## src/rtl/counter_monitor_if.sv

```systemverilog
// Bus between the saturating counter under observation and its monitor.
// Inputs are sampled on the rising edge of clk; outputs are registered on that edge.
interface counter_monitor_if #(
  parameter int WIDTH = 4,
  parameter int ERR_W = 8
);
  // No valid/ready handshake: every rising edge is one observation. The master
  // holds satEn, val_out and clr_err stable around the edge; the slave updates
  // all of its outputs from flops on that same edge.
  logic             satEn;
  logic [WIDTH-1:0] val_out;
  logic             clr_err;
  logic [WIDTH-1:0] exp_val;
  logic             err_pulse;
  logic             err_flag;
  logic [ERR_W-1:0] err_cnt;
  logic             sat_seen;
  logic [1:0]       mon_state;

  modport master (
    output satEn, val_out, clr_err,
    input  exp_val, err_pulse, err_flag, err_cnt, sat_seen, mon_state
  );

  modport slave (
    input  satEn, val_out, clr_err,
    output exp_val, err_pulse, err_flag, err_cnt, sat_seen, mon_state
  );
endinterface

```

## src/rtl/counter_monitor.sv

```systemverilog
// Reference-model monitor for a non-wrapping saturating counter: tracks the
// expected value, compares the observed value every edge and keeps error status.
module counter_monitor #(
  parameter int WIDTH = 4,
  parameter int ERR_W = 8
) (
  input  logic              clk,
  input  logic              reset,
  counter_monitor_if.slave  mon
);

  typedef enum logic [1:0] {
    ST_IDLE  = 2'd0,
    ST_COUNT = 2'd1,
    ST_SAT   = 2'd2,
    ST_FAIL  = 2'd3
  } mon_state_e;

  localparam logic [WIDTH-1:0] EXP_MAX = {WIDTH{1'b1}};
  localparam logic [ERR_W-1:0] CNT_MAX = {ERR_W{1'b1}};

  logic [WIDTH-1:0] exp_q, exp_d;
  logic             err_pulse_q, err_pulse_d;
  logic             err_flag_q, err_flag_d;
  logic [ERR_W-1:0] err_cnt_q, err_cnt_d;
  logic             sat_seen_q, sat_seen_d;
  mon_state_e       state_q, state_d;
  logic             mismatch;

  // The model never follows val_out; it only advances on satEn.
  always_comb begin
    mismatch = (mon.val_out != exp_q);

    exp_d = exp_q;
    if (mon.satEn && (exp_q != EXP_MAX)) begin
      exp_d = exp_q + {{(WIDTH-1){1'b0}}, 1'b1};
    end

    err_pulse_d = mismatch;
    err_flag_d  = mismatch | (err_flag_q & ~mon.clr_err);

    err_cnt_d = err_cnt_q;
    if (mon.clr_err) begin
      err_cnt_d = mismatch ? {{(ERR_W-1){1'b0}}, 1'b1} : '0;
    end else if (mismatch && (err_cnt_q != CNT_MAX)) begin
      err_cnt_d = err_cnt_q + {{(ERR_W-1){1'b0}}, 1'b1};
    end

    sat_seen_d = sat_seen_q | (exp_d == EXP_MAX);
  end

  // Next state: a mismatch overrides everything, including a clear.
  always_comb begin
    state_d = state_q;
    if (mismatch) begin
      state_d = ST_FAIL;
    end else begin
      unique case (state_q)
        ST_IDLE: begin
          if (mon.satEn) state_d = ST_COUNT;
        end
        ST_COUNT: begin
          if (exp_d == EXP_MAX)  state_d = ST_SAT;
          else if (!mon.satEn)   state_d = ST_IDLE;
        end
        ST_SAT: begin
          if (exp_q != EXP_MAX)  state_d = ST_IDLE;
        end
        ST_FAIL: begin
          if (mon.clr_err) begin
            if (exp_q == EXP_MAX)  state_d = ST_SAT;
            else if (mon.satEn)    state_d = ST_COUNT;
            else                   state_d = ST_IDLE;
          end
        end
        default: state_d = ST_IDLE;
      endcase
    end
  end

  always_ff @(posedge clk or posedge reset) begin
    if (reset) begin
      exp_q       <= '0;
      err_pulse_q <= 1'b0;
      err_flag_q  <= 1'b0;
      err_cnt_q   <= '0;
      sat_seen_q  <= 1'b0;
      state_q     <= ST_IDLE;
    end else begin
      exp_q       <= exp_d;
      err_pulse_q <= err_pulse_d;
      err_flag_q  <= err_flag_d;
      err_cnt_q   <= err_cnt_d;
      sat_seen_q  <= sat_seen_d;
      state_q     <= state_d;
    end
  end

  assign mon.exp_val   = exp_q;
  assign mon.err_pulse = err_pulse_q;
  assign mon.err_flag  = err_flag_q;
  assign mon.err_cnt   = err_cnt_q;
  assign mon.sat_seen  = sat_seen_q;
  assign mon.mon_state = state_q;

endmodule

```

## src/flat_wrapper.sv

```systemverilog
// flat-port wrapper written by rule: the top's interface ports become plain ports
module counter_monitor_flat 
#(
  parameter int WIDTH = 4,
  parameter int ERR_W = 8
)
  (clk, reset, mon_satEn, mon_val_out, mon_clr_err, mon_exp_val, mon_err_pulse, mon_err_flag, mon_err_cnt, mon_sat_seen, mon_mon_state);
  counter_monitor_if #(.WIDTH(WIDTH), .ERR_W(ERR_W)) mon_i ();
  input  logic clk;
  input  logic reset;
  input wire logic [$bits(mon_i.satEn)-1:0] mon_satEn;
  input wire logic [$bits(mon_i.val_out)-1:0] mon_val_out;
  input wire logic [$bits(mon_i.clr_err)-1:0] mon_clr_err;
  output wire logic [$bits(mon_i.exp_val)-1:0] mon_exp_val;
  output wire logic [$bits(mon_i.err_pulse)-1:0] mon_err_pulse;
  output wire logic [$bits(mon_i.err_flag)-1:0] mon_err_flag;
  output wire logic [$bits(mon_i.err_cnt)-1:0] mon_err_cnt;
  output wire logic [$bits(mon_i.sat_seen)-1:0] mon_sat_seen;
  output wire logic [$bits(mon_i.mon_state)-1:0] mon_mon_state;
  assign mon_i.satEn = mon_satEn;
  assign mon_i.val_out = mon_val_out;
  assign mon_i.clr_err = mon_clr_err;
  assign mon_exp_val = mon_i.exp_val;
  assign mon_err_pulse = mon_i.err_pulse;
  assign mon_err_flag = mon_i.err_flag;
  assign mon_err_cnt = mon_i.err_cnt;
  assign mon_sat_seen = mon_i.sat_seen;
  assign mon_mon_state = mon_i.mon_state;
  counter_monitor #(.WIDTH(WIDTH), .ERR_W(ERR_W)) u_core (.clk(clk), .reset(reset), .mon(mon_i));
endmodule
```

## config.mk

```make
export PLATFORM = sky130hd
export DESIGN_NAME = counter_monitor_flat
export DESIGN_NICKNAME = d
export VERILOG_FILES = /design/src/rtl/counter_monitor_if.sv /design/src/rtl/counter_monitor.sv /design/src/flat_wrapper.sv
export SDC_FILE = /design/constraint.sdc
export NUM_CORES = 1
export LEC_CHECK = 0
export ABC_CLOCK_PERIOD_IN_PS = 4300
export CORE_ASPECT_RATIO = 1.4
export CORE_UTILIZATION = 45
export CTS_CLUSTER_SIZE = 24
export DETAILED_ROUTE_END_ITERATION = 12
export PLACE_DENSITY = 0.75
export SKIP_LAST_GASP = 1
export SLEW_MARGIN = 20
export SYNTH_ARGS = -nofsm -noshare
export SYNTH_HDL_FRONTEND = slang
export SYNTH_SLANG_ARGS = --single-unit
export TNS_END_PERCENT = 1
```

## constraint.sdc

```tcl
create_clock -name clk -period 4.3 [get_ports clk]
set_clock_uncertainty 0.15 [all_clocks]
set_input_delay 0.86 -clock clk [delete_from_list [all_inputs] [get_ports clk]]
set_output_delay 0.86 -clock clk [all_outputs]
set_load 0.005 [all_outputs]
```

# Word-level counts from Yosys, hierarchy flattened

Cells that the tools add are included.

Register bits after elaboration: 17
Input bits: 8
Output and inout bits: 17
Word-level logic and storage cells: 42

Equal/unequal tests: 12
Multiplexer cells: 13
Bitwise logic cells: 4
Reduce and logical (&&, ||, !) cells: 5
Add/subtract/negate cells: 2

Operator list:

| cell                | count |
|---|---|
| $mux 8              | 2 |
| $mux 2              | 7 |
| $add 8x1->8 const B | 1 |
| $eq 4x4->1 const B  | 2 |
| $ne 8x8->1 const B  | 1 |
| $pmux 2 s4          | 1 |
| $ne 3x2->1 const B  | 2 |
| $add 4x1->4 const B | 1 |
| $eq 2x2->1 const B  | 2 |
| $mux 4              | 1 |
| $ne 4x2->1 const B  | 1 |
| $ne 4x4->1          | 1 |
| $ne 4x4->1 const B  | 1 |
| $reduce_and 4->1    | 1 |
| $ne 3x1->1 const B  | 1 |
| $eq 2x1->1 const B  | 1 |
| $logic_and 1x1->1   | 2 |
| $logic_not 2->1     | 1 |
| $mux 1              | 2 |
| $or 1x1->1          | 2 |
| $reduce_bool 2->1   | 1 |
| $and 1x1->1         | 1 |
| $not 1->1           | 1 |

# Depth between registers and ports, before layout

Gate-level depths: netlist (run 1).

Depth in word-level cells: 7
Depth in mapped cells: 6
Mapped depth without buffers: 5

# Least setup slack after synthesis (run 1)

Ideal clock, no wire load.

Path kind: input -> register
Start point: in mon_val_out[1]
End point: reg u_core.state_q[0] (netlist: u_core.mon.mon_state[0])
Stages on the path: 5
Path slack: 2.138 ns
Buffers on the path: 1
Data required time: 4.030 ns
Arrival: 1.892 ns
Setup time: 0.120 ns
Cell sequence: xor2_1 nor4_4 buf_4 o311ai_1 a41o_1

Cells in the longest elaborated chain, start to end: 3
Elaborated cells between the ends (all ways): 7
Classes of those cells: eq/ne: 5; mux: 1; reduce/logical: 1

Ends and longest elaborated chain:

| what                                         | RTL line              | text |
|---|---|---|
| start: declaration                           | flat_wrapper.sv:12    | `input wire logic [$bits(mon_i.val_out)-1:0] mon_val_out;` |
| $ne 4x4->1 *                                 | counter_monitor.sv:32 | `mismatch = (mon.val_out != exp_q);` |
| $ne 4x2->1 (no line) (tied with other cells) | --                    |  |
| $reduce_and 4->1 (no line)                   | --                    |  |
| end signal: assignment                       | counter_monitor.sv:95 | `state_q <= state_d;` |
| end: declaration                             | counter_monitor.sv:27 | `mon_state_e state_q, state_d;` |

Every way passes the cells marked *; elsewhere a longest branch is shown, timed or not.
A chain may end at the register's enable or synchronous reset.

# Worst setup path in the final report (run 1)

Same ends and word-level chain as after synthesis.

==> results of run 1 <==
-- worst max-delay path: stages --
cell and delay (ps):
clkdlybuf4s50_1 410, xor2_1 170, nor4_4 740, o311ai_1 220, a41o_1 250
-- per-layer routing --
layer	track usage [%]	wire (µm)
met3	2.37	56
met1	22.5	801
met4	8.57	18
met2	35.7	1050
met5	0	0
-- sequential cells by signal, summed over array words and instances, names as in the netlist --
signal                count
u_core.mon.err_cnt        8
u_core.mon.sat_seen       1
u_core.mon.err_pulse      1
u_core.mon.err_flag       1
u_core.mon.exp_val        4
u_core.mon.mon_state      2
-- report_power, final --
| group | leakage, nW | switching [mW] | internal (mW) |
|---|---|---|---|
| logic | 0.284 | 0.111 | 0.143 |
| clock network | 0.0177 | 0.0470 | 0.0345 |
| registers | 0.197 | 0.0630 | 0.200 |
-- worst paths after layout --
check                                 startpoint  slack [ps]  cells after the start                 endpoint
setup / recovery                  mon_val_out[1]        1670                      5  u_core.mon.mon_state[0]
hold / removal               u_core.mon.sat_seen         340                      1      u_core.mon.sat_seen
setup reg to reg           u_core.mon.exp_val[0]        2140                      4  u_core.mon.mon_state[0]
hold reg to reg              u_core.mon.sat_seen         340                      1      u_core.mon.sat_seen
max in group asynchronous                  reset        2790                      2    u_core.mon.exp_val[1]
min in group asynchronous                  reset         800                      2    u_core.mon.err_cnt[1]
-- per-stage QoR --
step           setup WS, ps  util, %  instances  cell area [µm²]  power [mW]
2_1_floorplan          2140        -         97              960       0.405
3_3_place_gp           1410     60.3        138             1200       0.513
3_5_place_dp           1360     60.3        138             1200       0.521
4_1_cts                1670     61.7        142             1230       0.604
5_1_grt                1570     61.7        142             1230       0.650
6_report               1670     61.7        142             1230       0.599
-- kinds of logic after synthesis --
logic type,Yosys count,synth area share [%]
AOI/OAI and AO/OA,24,17.5
xor gates and xnor gates,5,4.56
adders and majority gates,2,2.61
buffers and inverters,13,5.74
DFF,17,44.3
muxes,2,2.22
and+or+nand+nor,34,23.1
-- cell usage in the layout (no fill, tap or decap), types with 2 or more instances in the layout --
master	instances
clkdlybuf4s50_1	24
dfrtp_1	17
inv_1	9
a21oi_1	8
nand2b_1	5
nand3_1	4
xor2_1	4
o31ai_1	4
or4_1	4
nand4_1	3
nor2_1	3
nor2b_1	3
nand2_1	3
clkbuf_4	3
o311ai_0	2
o21ai_0	2
ha_1	2
-- layout make-up --
type | instances | area (µm²)
fill | 186 | 764
multi-input combinational | 67 | 479
sequential | 17 | 425
timing repair buffer | 24 | 240
inverter | 9 | 33.8
tap | 21 | 26.3
clock buffer | 3 | 22.5
clock inverter | 1 | 5.00
==> run_results.csv, run 1 <==
group,metric,value,unit
status,status,"complete, no violations",
global_route,antenna_found_initial,0,
clock_tree,cts_sinks,17,
synth,async_flop_share,100,%
pwr,powerDensity,486,nW/µm²
clock_tree,cts_setup_buffers,0,
critical_path,worstSetupEndpointType,"flop",
drt,routedWlPerCell,13.5,µm
cells_and_area,diodes,0,
pwr,p_leak,0.499,nW
synth,ys_warn_count,0,
pwr,irDropWorstVdd,275,µV
place,io_buffers,24,
place,place.gp.congestion,0.635,
synth,yosysUniqueCellTypes,38,
synth,syn_area,960,µm²
cells_and_area,drive_gt1_share,6.61,%
place,dp_hpwl,1.45,mm
floorplan,start_util,48.1,%
synth,synth_edf_count,0,
synth,ys_top_cells_by_area,"dfrtp_1 44%, a21oi_1 4.2%, xor2_1 3.7%, inv_1 3.5%, nand2b_1 3.3%",
clock_tree,hold_buffers,0,
synth,synthFlopType,"dfrtp_1",
drt,vias_per_cell,5.77,
global_route,grt_first_pass_wirelength,3.30,mm
timing,rsz0062_at_grt,"false",
critical_path,cp.required,4330,ps
worst_hold_path,hold_class,"flop to flop",
timing,period_share,61.0,%
timing,period_needed,2630,ps
timing,max_freq,381,MHz
synth,ys_ff_latch,17,
drt,wl,1.92,mm
floorplan,io_pins,25,
floorplan,core_area,2000,µm²
cells_and_area,nets,132,
critical_path,cp_max_fo,17,
critical_path,crit_arrival,2660,ps
synth,yosys.area.top_type,"dfrtp_1",
global_route,grt_max_degree,18,
clock_tree,cts_made_buffers,3,
global_route,grt_pass1_vias,790,
timing,hold_ws,335,ps
clock_tree,htree_levels,1,
timing,final_max_slew_viol_count,0,
floorplan,rows,19,
synth,netlist_instances,97,
clock_tree,cts-root-buf,"clkbuf_4",
drt,drtIter0Drc,13,
timing,finalHoldViolCount,0,
synth,avgSynthCellArea,9.89,µm²
clock_tree,cts_buffer_depth,2,
clock_tree,cts_repair_resize_count,0,
timing,setup_viol,0,
critical_path,cp-start-kind,"primary input",
drt,drtAntennaViolNets,0,
floorplan,die_area,2320,µm²
synth,synth_common_cells,"17 x dfrtp_1, 9 x inv_1, 8 x a21oi_1",
synth,yosysSeqAreaShare,44.3,%
critical_path,worstSetupPathType,"primary input to flop",
timing,slew_headroom,47.1,%
clock_tree,clk_latency,280,ps
job,maxCapViolCount,0,
global_route,track_usage,20.4,%
clock_tree,cts_tree,"built",
floorplan,die_w,41.0,µm
synth,yosysMostFrequentCell,"dfrtp_1",
synth,syn_nets,107,
cells_and_area,area_delta_synth_final,28.4,%
global_route,grt.overflow.total,0,
drt,post-route-drc-count,0,
timing,setup-tns-final,0,ps
synth,yosysTopAreaCellShare,44.3,%
floorplan,dieHeight,56.6,µm
timing,worst_pin_slew,788,ps
drt,vias,820,
drt,drt_pre_antenna_iters,2,
clock_tree,path_clk_slew,100,ps
(Power assumes the default switching activity.)
==> run 2, diff against run 1 <==
ABC_CLOCK_PERIOD_IN_PS = 2300   (was 4300)
CORE_UTILIZATION = 42   (was 45)
PLACE_DENSITY = 0.73   (was 0.75)
clock period = 2.3 ns   (was 4.3 ns; I/O delays follow)
==> run_results.csv, run 2 (synthesis gave the netlist of run 1 again) <==
group,metric,value,unit
status,status,"complete, but fails checks",
status,violations,"DRC",
clock_tree,cts_made_buffers,3,
timing,slew_headroom,57.5,%
critical_path,startpoint,"u_core.mon.exp_val[0]",
critical_path,worstSetupPathType,"flop to flop",
drt,wl,2.11,mm
floorplan,io_pins,25,
critical_path,cp-start-kind,"flop",
cells_and_area,layout_commonest_cell,"clkdlybuf4s50_1",
critical_path,ff2ff_setup_slack,150,ps
timing,period_share,93.5,%
floorplan,dieHeight,58.6,µm
clock_tree,cts_buffer_depth,2,
clock_tree,path_clk_slew,100,ps
drt,drtAntennaViolNets,0,
cells_and_area,fillCellCount,201,
global_route,track_usage,19.2,%
timing,final_max_slew_viol_count,0,
timing,rsz0062_at_grt,"false",
timing,hold_ws,325,ps
cells_and_area,final_cell_mix,"24 x clkdlybuf4s50_1, 17 x dfrtp_1, 9 x inv_1, 8 x a21oi_1",
place,place.gp.congestion,0.770,
global_route,antenna_found_initial,0,
drt,routedWlPerCell,14.2,µm
floorplan,core_area,2180,µm²
clock_tree,cts_setup_buffers,0,
clock_tree,htree_levels,1,
clock_tree,clk_latency,300,ps
drt,drt_pre_antenna_iters,8,
drt,vias_per_cell,5.84,
critical_path,timing.rr.start,"u_core.mon.exp_val[0]",
place,io_buffers,24,
cells_and_area,final_core_util,58.4,%
drt,post-route-drc-count,1,
floorplan,die_w,42.4,µm
pwr,p_leak,0.523,nW
clock_tree,cts_sinks,17,
cells_and_area,diodes,0,
worst_hold_path,hold_class,"flop to flop",
clock_tree,cts_tree,"built",
timing,finalHoldViolCount,0,
floorplan,die_area,2480,µm²
timing,period_needed,2150,ps
global_route,grt_max_degree,18,
place,dp_hpwl,1.57,mm
floorplan,rows,20,
worst_hold_path,min_from,"u_core.mon.sat_seen",
timing,worst_pin_slew,637,ps
global_route,grt.overflow.total,0,
critical_path,cp_max_fo,8,
drt,vias,865,
global_route,grt_pass1_vias,821,
clock_tree,cts-root-buf,"clkbuf_4",
critical_path,crit_arrival,2180,ps
cells_and_area,largest_reg_flops,8,
cells_and_area,nets,137,
drt,drtIter0Drc,17,
pwr,powerDensity,912,nW/µm²
timing,setup_viol,0,
clock_tree,hold_buffers,0,
critical_path,worstSetupEndpointType,"flop",
cells_and_area,area_delta_synth_final,32.5,%
timing,max_freq,465,MHz
cells_and_area,drive_gt1_share,10.3,%
floorplan,start_util,44.1,%
critical_path,cp.required,2330,ps
pwr,irDropWorstVdd,518,µV
job,maxCapViolCount,0,
global_route,grt_first_pass_wirelength,3.67,mm
[run 2: through the flow]
| step | setup slack, ps | cell area [µm²] | cells | power, mW | setup TNS (ps) |
|---|---|---|---|---|---|
| 2_1_floorplan | 441 | 960 | 97 | 0.757 | 0 |
| 3_3_place_gp | 16.0 | 1240 | 144 | 0.982 | 0 |
| 3_5_place_dp | -32.3 | 1240 | 144 | 1.00 | -89.3 |
| 4_1_cts | 44.7 | 1270 | 148 | 1.17 | 0 |
| 5_1_grt | 17.9 | 1270 | 148 | 1.25 | 0 |
| 6_report | 149 | 1270 | 148 | 1.16 | 0 |
[run 2: what timing repair did]
item,CTS,global route
endpoints found under the hold margin,0,0
gates resized for setup,0,1
setup endpoints to repair,0,1
[run 2: routing by layer]
metal / share of wire, % / GRT usage, % / wire (µm) / up-vias
li1: - / - / - / 421
met1: 43 / 22.0 / 897 / 418
met2: 52 / 35.2 / 1100 / 21
met3: 3.0 / 3.07 / 63 / 5
met4: 2.1 / 8.04 / 44 / 0
met5: 0 / 0 / 0 / -
[run 2: worst paths after layout]
| path | end | depth (start not counted) |
|---|---|---|
| worst max-delay path | u_core.mon.mon_state[1] | 6 |
| worst min-delay path | u_core.mon.sat_seen | 1 |
| worst max register to register | u_core.mon.mon_state[1] | 6 |
| worst min register to register | u_core.mon.sat_seen | 1 |
| max in group asynchronous | u_core.mon.err_cnt[1] | 2 |
| min in group asynchronous | u_core.mon.exp_val[3] | 2 |
[run 2: critical path: stages, from the launching register on]
cell and delay, ps:
dfrtp_1 500, ha_1 340, and3_1 200, o211ai_1 240
o311ai_0 160, buf_4 170, o311ai_1 270
[run 2: layout make-up]
type / count / area, µm² / area share (%)
Tap cell: 22 / 27.5 / 2.17
Sequential cell: 17 / 425 / 33.5
Timing Repair Buffer: 29 / 278 / 21.9
Multi-Input combinational cell: 67 / 479 / 37.7
Clock inverter: 1 / 5.00 / 0.394
Inverter: 9 / 33.8 / 2.66
Clock buffer: 3 / 22.5 / 1.77
[run 2: where the power goes]
| part | switching, mW | internal, mW | leakage (nW) |
|---|---|---|---|
| clock network | 0.0958 | 0.0648 | 0.0177 |
| logic | 0.214 | 0.287 | 0.308 |
| registers | 0.125 | 0.373 | 0.197 |
| total | 0.435 | 0.725 | 0.523 |
==> RTL change: new RTL, flow settings as in run 1 <==
`ERR_W` is set to 8 in 3 places; all go to 9.
--- a/src/rtl/counter_monitor_if.sv
+++ b/src/rtl/counter_monitor_if.sv
@@ -2,7 +2,7 @@
 // Inputs are sampled on the rising edge of clk; outputs are registered on that edge.
 interface counter_monitor_if #(
   parameter int WIDTH = 4,
-  parameter int ERR_W = 8
+  parameter int ERR_W = 9
 );
   // No valid/ready handshake: every rising edge is one observation. The master
   // holds satEn, val_out and clr_err stable around the edge; the slave updates
--- a/src/rtl/counter_monitor.sv
+++ b/src/rtl/counter_monitor.sv
@@ -2,7 +2,7 @@
 // expected value, compares the observed value every edge and keeps error status.
 module counter_monitor #(
   parameter int WIDTH = 4,
-  parameter int ERR_W = 8
+  parameter int ERR_W = 9
 ) (
   input  logic              clk,
   input  logic              reset,
--- a/src/flat_wrapper.sv
+++ b/src/flat_wrapper.sv
@@ -2,7 +2,7 @@
 module counter_monitor_flat 
 #(
   parameter int WIDTH = 4,
-  parameter int ERR_W = 8
+  parameter int ERR_W = 9
 )
   (clk, reset, mon_satEn, mon_val_out, mon_clr_err, mon_exp_val, mon_err_pulse, mon_err_flag, mon_err_cnt, mon_sat_seen, mon_mon_state);
   counter_monitor_if #(.WIDTH(WIDTH), .ERR_W(ERR_W)) mon_i ();
Interface: changed (resized mon_err_cnt); port bits go from 25 to 26. The function was not compared with the original's and may differ.
==> RTL change against run 1 <==
Combinational power rose by 11%. Total power rose by 7.2%. Setup slack improved by 0.18 ns. Largest power group is now combinational logic. Utilization fell by 2.4 points. Routed wire length rose by 4.0%. First-iteration DRC count rose by 62%. Synthesized area rose by 7.6%. Sequential cell count rose by 1. Critical path type is now flop to output port. Register-to-register slack got worse by 0.09 ns. Cell area rose by 4.8%.
==> RTL change: results <==
[outcome]
outcome = "finished clean"

[timing]
worst_pin_slew_ns = 0.6948

[clock_tree]
htree_levels = 1
cts_setup_buffers = 0
clk_path_buf_depth = 2
ctsResizeCount = 0
cts_made_buffers = 3
clkTransAtPathRegs_ns = 0.10
cts_root_buf = "clkbuf_4"
worstSkewPairLatency_ns = 0.29

[power]
p_seq_mw = 0.278
switching_power_mw = 0.2409
peakVddDrop_mv = 0.3819
p_per_area_mw_per_mm2 = 496.9
combPwrFrac = 0.440
p_leak_nw = 0.5361

[cells_and_area]
num-fill-cells = 218
n_antenna_cell = 0
fin_nets = 140
drive_gt1_frac = 0.07874
final_cells = 149
largest_reg_flops = 9

[place]
place_ws_ns = 1.571
hpwl_um = 1530
io_buffer_count = 25
gp_congestion = 0.7893
placed_cell_area_mm2 = 0.001269

[global_routing]
grt_start_max_net_pins = 19
grtUsageTotal = 0.1814
grt_pass1_wl_um = 3498
antenna_found_initial = 0
grt_pass1_vias = 796

[min_path]
hp-class = "flop to flop"

[yosys]
syn_nets = 116
ys.warnings.count = 0
async_reset_ff_frac = 1.000
synth.distinct_cells = 36
synthTopCellsByArea = "dfrtp_1 44%, xnor2_1 5.1%, mux2i_1 3.9%"
yosys_most_used_dff = "dfrtp_1"
netlist_top_cells_count = "18 x dfrtp_1, 7 x inv_1, 7 x nand2_1, 7 x nor2_1"
synth-seq-area-share = 0.4364
syn_avg_cell_area_um2 = 9.831

[setup_path]
cpPeakStageDelay_ns = 0.58
crit_fanout = 10
cp_slowest_cell = "clkdlybuf4s50_1"
worstPathArrival_ns = 1.43
crit_family = "buffers and inverters"

[route]
via_per_inst = 5.805
drtPass1Iterations = 4
wl_per_cell_um = 13.42
first_iter_violations = 21
-- RTL change: changes by cell type after synthesis, sizes merged, moves of 2 or more --
cell    before  now
xnor2        1    6
buf          3    5
o21ai        2    6
nor2         3    7
nor2b        3    1
inv          9    7
xor2         4    0
mux2i        1    4
or3          1    3
a21oi        8    6
nand2        3    7
o311ai       3    1
-- RTL change: area by class of cell --
class	count	area, µm²	area share
sequential	18	450.4	0.3488
tap	22	27.53	0.02132
inverter	7	26.28	0.02035
clock buffer	3	22.52	0.01744
timing repair buffer	25	250.2	0.1938
multi-input combinational	74	514.2	0.3983
-- RTL change: routing by layer --
layer / share of wire / vias to the layer above / global-route usage
li1: - / 426 / -
met1: 0.44 / 413 / 0.2216
met2: 0.51 / 22 / 0.3143
met3: 0.040 / 4 / 0.01840
met4: 0.011 / 0 / 0.09375
met5: 0 / - / 0
-- RTL change: cells by family (layout without fill, tap and decap cells) --
kind of cell,Yosys count,after routing,share of synthesized area
AOI/OAI and AO/OA,24,24,0.1552
DFF,18,18,0.4364
buffers and inverters,13,35,0.06546
muxes,6,6,0.06061
and+or+nand+nor,35,35,0.1952
adders and majority gates,3,3,0.03637
xor gates and xnor gates,6,6,0.05091
-- RTL change: worst paths after layout --
path,startpoint,endpoint,slack (ns),cells after the start
worst max-delay path,u_core.mon.exp_val[0],mon_exp_val[0],1.86,1
worst min-delay path,u_core.mon.sat_seen,u_core.mon.sat_seen,0.33,1
worst max register to register,u_core.mon.err_cnt[0],u_core.mon.err_cnt[7],2.05,7
worst min register to register,u_core.mon.sat_seen,u_core.mon.sat_seen,0.33,1
max in group asynchronous,reset,u_core.mon.err_cnt[2],2.74,2
min in group asynchronous,reset,u_core.mon.err_cnt[6],0.82,2
